[src/rtl/simon_datapath_pkg.sv]
// Simon game datapath shared definitions.
// Sizes of the pattern memory and the one-hot legality helper.
package simon_datapath_pkg;

    localparam int DATA_W = 4;
    localparam int DEPTH  = 64;
    localparam int ADDR_W = $clog2(DEPTH);

    // Exactly one bit set; zero is not one-hot.
    function automatic logic is_one_hot(input logic [DATA_W-1:0] p);
        return (p != '0) && ((p & (p - DATA_W'(1))) == '0);
    endfunction

endpackage

[src/rtl/simon_datapath_mem.sv]
// Simon sequence storage.
// DEPTH x DATA_W array, synchronous write, asynchronous read.
module simon_mem #(
    parameter int DATA_W = 4,
    parameter int DEPTH  = 64,
    parameter int ADDR_W = 6
) (
    input  logic              clk,
    input  logic              we,
    input  logic [ADDR_W-1:0] waddr,
    input  logic [DATA_W-1:0] wdata,
    input  logic [ADDR_W-1:0] raddr,
    output logic [DATA_W-1:0] rdata
);

    logic [DATA_W-1:0] mem [DEPTH];

    // Store one pattern entry; contents survive reset.
    always_ff @(posedge clk) begin
        if (we) begin
            mem[waddr] <= wdata;
        end
    end

    assign rdata = mem[raddr];

endmodule

[src/rtl/simon_datapath.sv]
// Simon game datapath: sequence memory, index and end pointer.
// Status flags feed the controller FSM; LEDs show switches or sequence.
module simon_datapath
    import simon_datapath_pkg::*;
(
    input  logic              clk,
    input  logic              rst,
    input  logic              level,
    input  logic [DATA_W-1:0] pattern,
    input  logic              last_inc,
    input  logic              i_inc,
    input  logic              i_clr,
    input  logic              mem_ld,
    input  logic              s_led_eq_pat,
    output logic              i_lt_last,
    output logic              arr_full,
    output logic              correct_pat,
    output logic              legal,
    output logic [DATA_W-1:0] pattern_leds
);

    localparam logic [ADDR_W-1:0] LAST_MAX = ADDR_W'(DEPTH - 1);

    logic              mode;
    logic [ADDR_W-1:0] i;
    logic [ADDR_W-1:0] last;
    logic [ADDR_W-1:0] i_nxt;
    logic [ADDR_W-1:0] last_nxt;
    logic [DATA_W-1:0] mem_rd;
    logic              i_wrap;
    logic              mem_we;

    assign i_wrap = (i == last);
    assign mem_we = mem_ld & ~rst;

    // Index next state: clear beats increment; increment wraps at last.
    always_comb begin
        i_nxt = i;
        unique case (1'b1)
            i_clr:                     i_nxt = '0;
            !i_clr && i_inc && i_wrap:  i_nxt = '0;
            !i_clr && i_inc && !i_wrap: i_nxt = i + ADDR_W'(1);
            default:                   i_nxt = i;
        endcase
    end

    // End pointer saturates at the final entry instead of wrapping.
    always_comb begin
        last_nxt = last;
        if (last_inc && !arr_full) begin
            last_nxt = last + ADDR_W'(1);
        end
    end

    // Mode is only latched on reset; index and pointer restart at zero.
    always_ff @(posedge clk) begin
        if (rst) begin
            mode <= level;
            i    <= '0;
            last <= '0;
        end else begin
            i    <= i_nxt;
            last <= last_nxt;
        end
    end

    simon_mem #(
        .DATA_W (DATA_W),
        .DEPTH  (DEPTH),
        .ADDR_W (ADDR_W)
    ) mem (
        .clk   (clk),
        .we    (mem_we),
        .waddr (last),
        .wdata (pattern),
        .raddr (i),
        .rdata (mem_rd)
    );

    // Status flags and LED mux, all combinational.
    always_comb begin
        i_lt_last    = (i < last);
        arr_full     = (last == LAST_MAX);
        correct_pat  = (pattern == mem_rd);
        legal        = mode | is_one_hot(pattern);
        pattern_leds = s_led_eq_pat ? pattern : mem_rd;
    end

endmodule

[config.mk]
export PLATFORM = sky130hd
export DESIGN_NAME = simon_datapath
export DESIGN_NICKNAME = d
export VERILOG_FILES = /design/src/rtl/simon_datapath_pkg.sv /design/src/rtl/simon_datapath_mem.sv /design/src/rtl/simon_datapath.sv
export SDC_FILE = /design/constraint.sdc
export NUM_CORES = 1
export LEC_CHECK = 0
export CORE_MARGIN = 4
export CORE_UTILIZATION = 45
export DETAILED_ROUTE_END_ITERATION = 7
export DONT_BUFFER_PORTS = 1
export GPL_TIMING_DRIVEN = 1
export PLACE_DENSITY = 0.7
export SYNTH_ARGS = -nofsm -noshare
export SYNTH_HDL_FRONTEND = slang
export SYNTH_SLANG_ARGS = --single-unit
export TNS_END_PERCENT = 1
[constraint.sdc]
create_clock -name clk -period 7.2 [get_ports clk]
set_clock_uncertainty 0.1 [all_clocks]
set_input_delay 2.16 -clock clk [delete_from_list [all_inputs] [get_ports clk]]
set_output_delay 2.16 -clock clk [all_outputs]
set_load 0.02 [all_outputs]
Word level (Yosys, flattened, before mapping). Memory sizes are Yosys's and may differ from the RTL's. A register that Yosys moved wholly into a read port is not among the register bits. Cells that the tools add are included.

Bitwise gates (word level): 4. Reduce and logical (&&, ||, !) cells: 12. Mux-type cells: 6. Equal/unequal tests: 3. Order comparisons: 1. Add/subtract/negate cells: 3.

Operator list (number): $add A6 B1 Y6 const B (2); $mux W6 (2); $pmux W6 S2 (1); $eq A6 B6 Y1 (1); $eq A6 B6 Y1 const B (1); $lt A6 B6 Y1 (1); $logic_and A1 B1 Y1 (5); $and A4 B4 Y4 (1); $eq A4 B4 Y1 (1); $logic_not A4 Y1 (1); $mux W4 (1); $reduce_bool A4 Y1 (1); $sub A4 B1 Y4 const B (1); $logic_not A1 Y1 (3); $mux W1 (2); $reduce_bool A2 Y1 (1); $reduce_or A2 Y1 (1); $and A1 B1 Y1 (1); $not A1 Y1 (1); $or A1 B1 Y1 (1).

Logic and storage cells: 33. Memories: 1. Register bits after elaboration: 13. Memory bits (writable): 256.

Memories: mem.mem (words 64, bits a word 4, read ports 1, clocked after memory_dff 1, wr ports 1, RTL line simon_datapath_mem.sv:16) `logic [DATA_W-1:0] mem [DEPTH];`.

Longest topological paths before layout.
Depth in word-level cells: 7. Mapped depth: 11.

Cells and area by module. From an unflattened synthesis, not the netlist that was laid out.

Cells, all modules: 619. Area, all modules: 11215.8 µm².

By module, submodules not included: simon_mem (times used 1, cells an instance 517, area an instance 10327.4 µm², seq. area each 7687.4 µm²); simon_datapath (times used 1, cells an instance 102, area an instance 888.4 µm², seq. area each 270.3 µm²).

Worst setup path before layout. OpenSTA, ideal clock, no wires.

Path kind: input -> output. Start point: in pattern[0]. End point: out legal. Setup slack: 2.095 ns. Arrival: 2.845 ns. Path buffers: 0. Stages on the path: 3. Required time: 4.940 ns. Path through: o21ai_0 o21ai_0 o21ai_0.

Word-level cells in the longest chain between the ends: 5. Elaborated cells between the ends (all ways): 6. Classes of those cells: 1 x add/sub; 2 x bitwise; 3 x reduce/logical.

RTL lines: start: declaration (RTL line simon_datapath.sv:9) `input logic [DATA_W-1:0] pattern,`; $sub A4 B1 Y4 (RTL line simon_datapath_pkg.sv:11) `return (p != '0) && ((p & (p - DATA_W'(1))) == '0);`; $and A4 B4 Y4 (RTL line simon_datapath_pkg.sv:11); $logic_not A4 Y1 (RTL line simon_datapath_pkg.sv:11); $logic_and A1 B1 Y1 (*) (RTL line simon_datapath_pkg.sv:11); $or A1 B1 Y1 (*) (RTL line simon_datapath.sv:85) `legal = mode | is_one_hot(pattern);`; end: declaration (RTL line simon_datapath.sv:18) `output logic legal,`.

Mark *: on every way between the ends. The rest lies on a longest branch, timed or not.

==> results.md <==
* Max-capacitance violation count at 0
* Post-synthesis cell type count at 51
* Initial core utilization at 0.459
* Wire length per cell at approximately 25 µm
* Mapped Area at about 11000 µm²
* Design area at between 10000 and 15000 µm²
* # DRC at 0
* Worst skew pair latency at roughly 530 ps
* Register area share after synthesis at 0.720
* Mapped Cells at 650
* Vias per cell at 5.99
* Unrepaired setup endpoints after global routing: false
* Setup TNS at 0 ps
* Core ar. at roughly 24000 µm²
* Worst ir drop on vdd at roughly 0.12 mV
* P_leak at around 3.8 nW
* Area grow syn2layout at 10.8%
* Top Ports at 20
* Outcome: complete, no violations
* Primary FF master, synth: edfxtp_1
* Post-cts sizing count at 0
* F_max at ~0.16 GHz
* Max H-tree Level at 1
* CP Launch Type: flop
* Largest net degree at the start of global routing at 70
* Crit. End Element: output pin
* Hold-fix buffers, CTS at 0
* Worst EP required at slightly below 5000 ps
* EDFF count, synth at 257
* IO buf count at 0
* Critical setup path kind: reg -> out
* Detailed Place HPWL at ~16000 µm
* Worst-path maximum fanout at 36
* Period minus WS final at between 6000 and 7000 ps
* Placed Area at 11500 µm²
* Count of final setup violators at 0
* CP arrival at ~3800 ps
* Reg clk slew, reported paths at around 60 ps
* Clk buf depth at 3
* Global placement routability congestion at approximately 0.9
* First-pass GRT wire length at just under 40000 µm
* Slew HR at 0.325
* Post-CTS Setup Bufs at 0
* DR vias at around 6000
* ANT nets after route at 0
* Die area at 27500 µm²
* Worst slew pin tran at ~1000 ps
* Row count at 57
* Clock tree from TritonCTS: done
* Proportion of synthesized area in mux cells at 0.139
* Die Ht at roughly 170 µm
* DRT Wirelength at roughly 25000 µm
* Share of layout cells above drive strength 1 at 0.162
* Power density over the cells at between 200 and 300 nW/µm²
* Share of the synthesized area in the top cell type at 0.687
* Die width at ~170 µm
* Post-synthesis compound-gate area fraction at 0.0322
* Ys async rst share at 0
* GR Util All Layers at 0.181
* Syn_area_per_cell at ~17 µm²
* Final Hold Fails at 0
* Post-synth top area cell: edfxtp_1
* # diodes at 0
* Final Cycle Share at 0.846
* Post-synthesis simple-gate area fraction at 0.0728
* Antenna violations before repair at 0
* CTS buffer count at 28
* Root Driver: clkbuf_16
* Yosys reg bits at about 280
* GR Overflow Total at 0
* Top cells by area, synth: edfxtp_1 (69%), mux4_2 (12%), dfxtp_1 (3.2%)
* Vias in the first global route at about 6100
* Drt pass-1 iters at 5
* Xor/xnor share of the synthesized area at 0.00780
* Adder-cell area share of the yosys netlist at 0.00892
* Final nets at between 600 and 700
* Post-Syn Nets at between 600 and 700
* Largest family of logic cells by synthesized area: multiplexers
* # clock sinks at 275
* Ys Warns at 0
* Initial DRC Count at a little over 700
* Final Slew Violations at 0
* HP Class: reg -> reg
## sequential cells by signal, summed over array words and instances, names as in the netlist, named ones only
register,flops
mode,1
i,6
last,6
mem.mem,256
## final timing paths
check             startpoint              to  slack (ps)  cells after the start
setup / recovery        flop     correct_pat        1110                      9
hold / removal          i[4]            i[4]         450                      2
setup reg to reg     last[2]  mem.mem[23][3]        4530                      4
hold reg to reg         i[4]            i[4]         450                      2
## cells in the final DEF (no fill, tap or decap), types with 8 or more instances in the layout
cell,count
edfxtp_1,257
nor2_1,89
mux4_2,58
nand2_1,38
clkbuf_16,29
mux2i_1,23
nand3_1,20
dfxtp_1,16
o21ai_0,11
inv_1,10
clkinv_1,9
a21oi_1,9
ha_1,8
## per-layer routing
metal	routed length, µm	track usage
met4	646	0.0481
met5	0	0
met2	11800	0.279
met1	10200	0.258
met3	2430	0.0519
## cell type report
type | instances | area [µm²]
clock buffer | 34 | 744
sequential | 275 | 8090
clock inverter | 17 | 184
fill | 1939 | 12000
tap | 324 | 405
multi-input combinational | 336 | 2930
timing repair buffer | 7 | 52.6
inverter | 12 | 45.0
## kinds of logic after synthesis
logic type               count (synthesis)
AO/OA/AOI/OAI                           52
AND/OR/NAND/NOR                        183
XOR/XNOR                                10
multiplexers                            83
adder cells (fa/ha/maj)                  8
flip-flops                             275
buffers and inverters                   39
## synthesized netlist by cell type, types with 4 or more instances
library cell / number
nand4_1: 4
a21oi_1: 9
nand2_1: 38
o21ai_0: 11
inv_1: 10
nor2b_1: 7
nor2_1: 89
nand3b_1: 4
edfxtp_1: 257
xnor2_1: 7
nor3_1: 6
a22oi_1: 7
clkbuf_1: 8
nand3_1: 20
dfxtp_1: 18
mux4_2: 58
a221oi_1: 4
buf_2: 8
mux2i_1: 23
ha_1: 8
## where the power goes
group | internal (mW) | switching, mW
clock | 0.877 | 0.580
combinational | 0.0306 | 0.0354
sequential | 1.75 | 0.00976
total | 2.66 | 0.625
## per-stage QoR
stage / utilization / total power, mW / setup WS, ps / cells / hold WS (ps)
global placement: 0.471 / 1.86 / 1690 / 954 / 417
global route: 0.509 / 3.37 / 842 / 1005 / 478
finish: 0.509 / 3.28 / 1110 / 1005 / 453
floorplan: - / 1.85 / 2090 / 650 / 390
CTS: 0.509 / 3.30 / 1040 / 1005 / 462
detailed placement: 0.471 / 1.86 / 1620 / 954 / 450
## worst max-delay path, cell delays in order, from the launching register on
cell      delay [ps]
dfxtp_4          840
buf_4            340
buf_4            230
mux2i_1          260
a221oi_1         140
a311oi_1         320
o31ai_1          110
o22ai_1          270
xnor2_1          140
nor4_2           640
Power figures use the tool's default switching activity.
==> variant (config.mk and constraints unchanged) <==
`DEPTH` is set to 64 in 2 places; all go to 128.
--- a/src/rtl/simon_datapath_pkg.sv
+++ b/src/rtl/simon_datapath_pkg.sv
@@ -3,7 +3,7 @@
 package simon_datapath_pkg;
 
     localparam int DATA_W = 4;
-    localparam int DEPTH  = 64;
+    localparam int DEPTH  = 128;
     localparam int ADDR_W = $clog2(DEPTH);
 
     // Exactly one bit set; zero is not one-hot.
--- a/src/rtl/simon_datapath_mem.sv
+++ b/src/rtl/simon_datapath_mem.sv
@@ -2,7 +2,7 @@
 // DEPTH x DATA_W array, synchronous write, asynchronous read.
 module simon_mem #(
     parameter int DATA_W = 4,
-    parameter int DEPTH  = 64,
+    parameter int DEPTH  = 128,
     parameter int ADDR_W = 6
 ) (
     input  logic              clk,
Formal check against the unedited RTL: no difference found for any inputs over 10 cycles, from zero or initial values and one cycle with rst high; that may be too few to reach the edited logic, so the function may still have changed.
==> variant against the original RTL <==
  * Cell area is 94% higher
  * Wire length increased by 91%
  * Power increased by 94%
  * Sequential cell count up 259
  * Synthesized cell count grew 91%
  * Area after synthesis up 94%
  * Worst hold slack worse by 0.0022 ns
  * Setup slack got worse by 0.41 ns
  * Sequential power up 94%
  * Critical endpoint unchanged
  * Largest power group unchanged
  * Highest routed layer unchanged
==> variant: results <==
group,metric,value,unit
synth,synthAdderAreaFrac,0.517,%
power,p_seq,3.41,mW
clock_tree,cts_setup_buffers,0,
timing,hold_ws,0.451,ns
worst_hold_path,hp-class,"reg -> reg",
timing,tightest_slew,1.03,ns
synth,synth_seq_area_share,72.7,%
global_route,met3_usage,3.58,%
detailed_routing,drt-total-wl,47.9,mm
synth,synth.distinct_cells,58,
setup_path,reg2reg_to,"mem.mem[122][3]",
setup_path,r2r_slack,4.43,ns
detailed_routing,top_layer_used,"met4",
placement,dp_cells,1809,
synth,synth-edff-count,513,
detailed_routing,wl_met3,3.72,mm
power,switching_share,19.8,%
placement,dpl_cell_area,22300,µm²
setup_path,arrival,4.24,ns
synth,synth_fp_nets,1261,
synth,synthMuxAreaShare,14.2,%
detailed_routing,drt_iter0_markers,1242,
setup_path,worstRegToRegCells,5,
global_route,gr-usage-met2,29.2,%
clock_tree,clkLatencyLatePin,0.60,ns
detailed_routing,vias_per_cell,5.96,
worst_hold_path,min-delay-start,"i[4]",
power,total_leakage_power,7.19,nW
global_route,grtUsageTotal,18.4,%
cells_and_area,reg.largest.list,"mem.mem (512), i (7), last (7)",
clock_tree,htreeDepth,2,
timing,min_period,6.50,ns
detailed_routing,wl_met2,22.9,mm
cells_and_area,nNetsFinal,1272,
power,comb_power_share,1.8,%
synth,synth_cells,1240,
placement,dpl.hpwl,29.2,mm
setup_path,r2r_start,"last[1]",
setup_path,endpoint,"correct_pat",
outcome,status,"finished clean",
detailed_routing,vias,11400,
global_route,grt_pass1_vias,11500,
clock_tree,clock_path_buffers,3,
placement,pre_cts_slack,1.29,ns
placement,place_congestion,0.851,
detailed_routing,met1Wirelength,19.9,mm
setup_path,path_max_fanout,42,
synth,synthTopCellsByArea,"edfxtp_1, mux4_2, mux2i_1",
power,vdd_drop_max,0.334,mV
global_route,grt_use_met1,25.8,%
synth,synth-compound-area-share,3.59,%
synth,synthXorXnorAreaFrac,0.644,%
cells_and_area,layout-drive-gt1-share,16.4,%
clock_tree,numCtsBuffers,55,
power,power.internal,5.11,mW
global_route,grt_max_degree,136,
global_route,grt_pass1_wl,73.2,mm
synth,yosys-top-cells-count,"edfxtp_1, nor2_1, mux2i_1, mux4_2, nand2_1",
==> variant: critical path, cell delays in order (launching register included) <==
cell	delay [ns]
dfxtp_4	0.83
buf_12	0.29
mux4_2	0.52
nor2b_1	0.16
a2111oi_0	0.78
nor3_1	0.19
xor2_1	0.19
nor3_1	0.16
o2111ai_1	0.14
o41ai_1	0.13
buf_4	0.23
==> variant: cells by family after synthesis <==
family	after synthesis
XOR/XNOR	16
buffers and inverters	84
multiplexers	192
adder cells (fa/ha/maj)	9
AO/OA/AOI/OAI	120
AND/OR/NAND/NOR	285
flip-flops	534
==> variant: area by class of cell <==
cell class                      count  area (µm²)
Timing Repair Buffer               25         213
Multi-Input combinational cell    622        5410
Fill cell                        3788       23700
Clock inverter                     37         369
Tap cell                          615         769
Clock buffer                       64        1440
Inverter                           13        48.8
Sequential cell                   534       15800
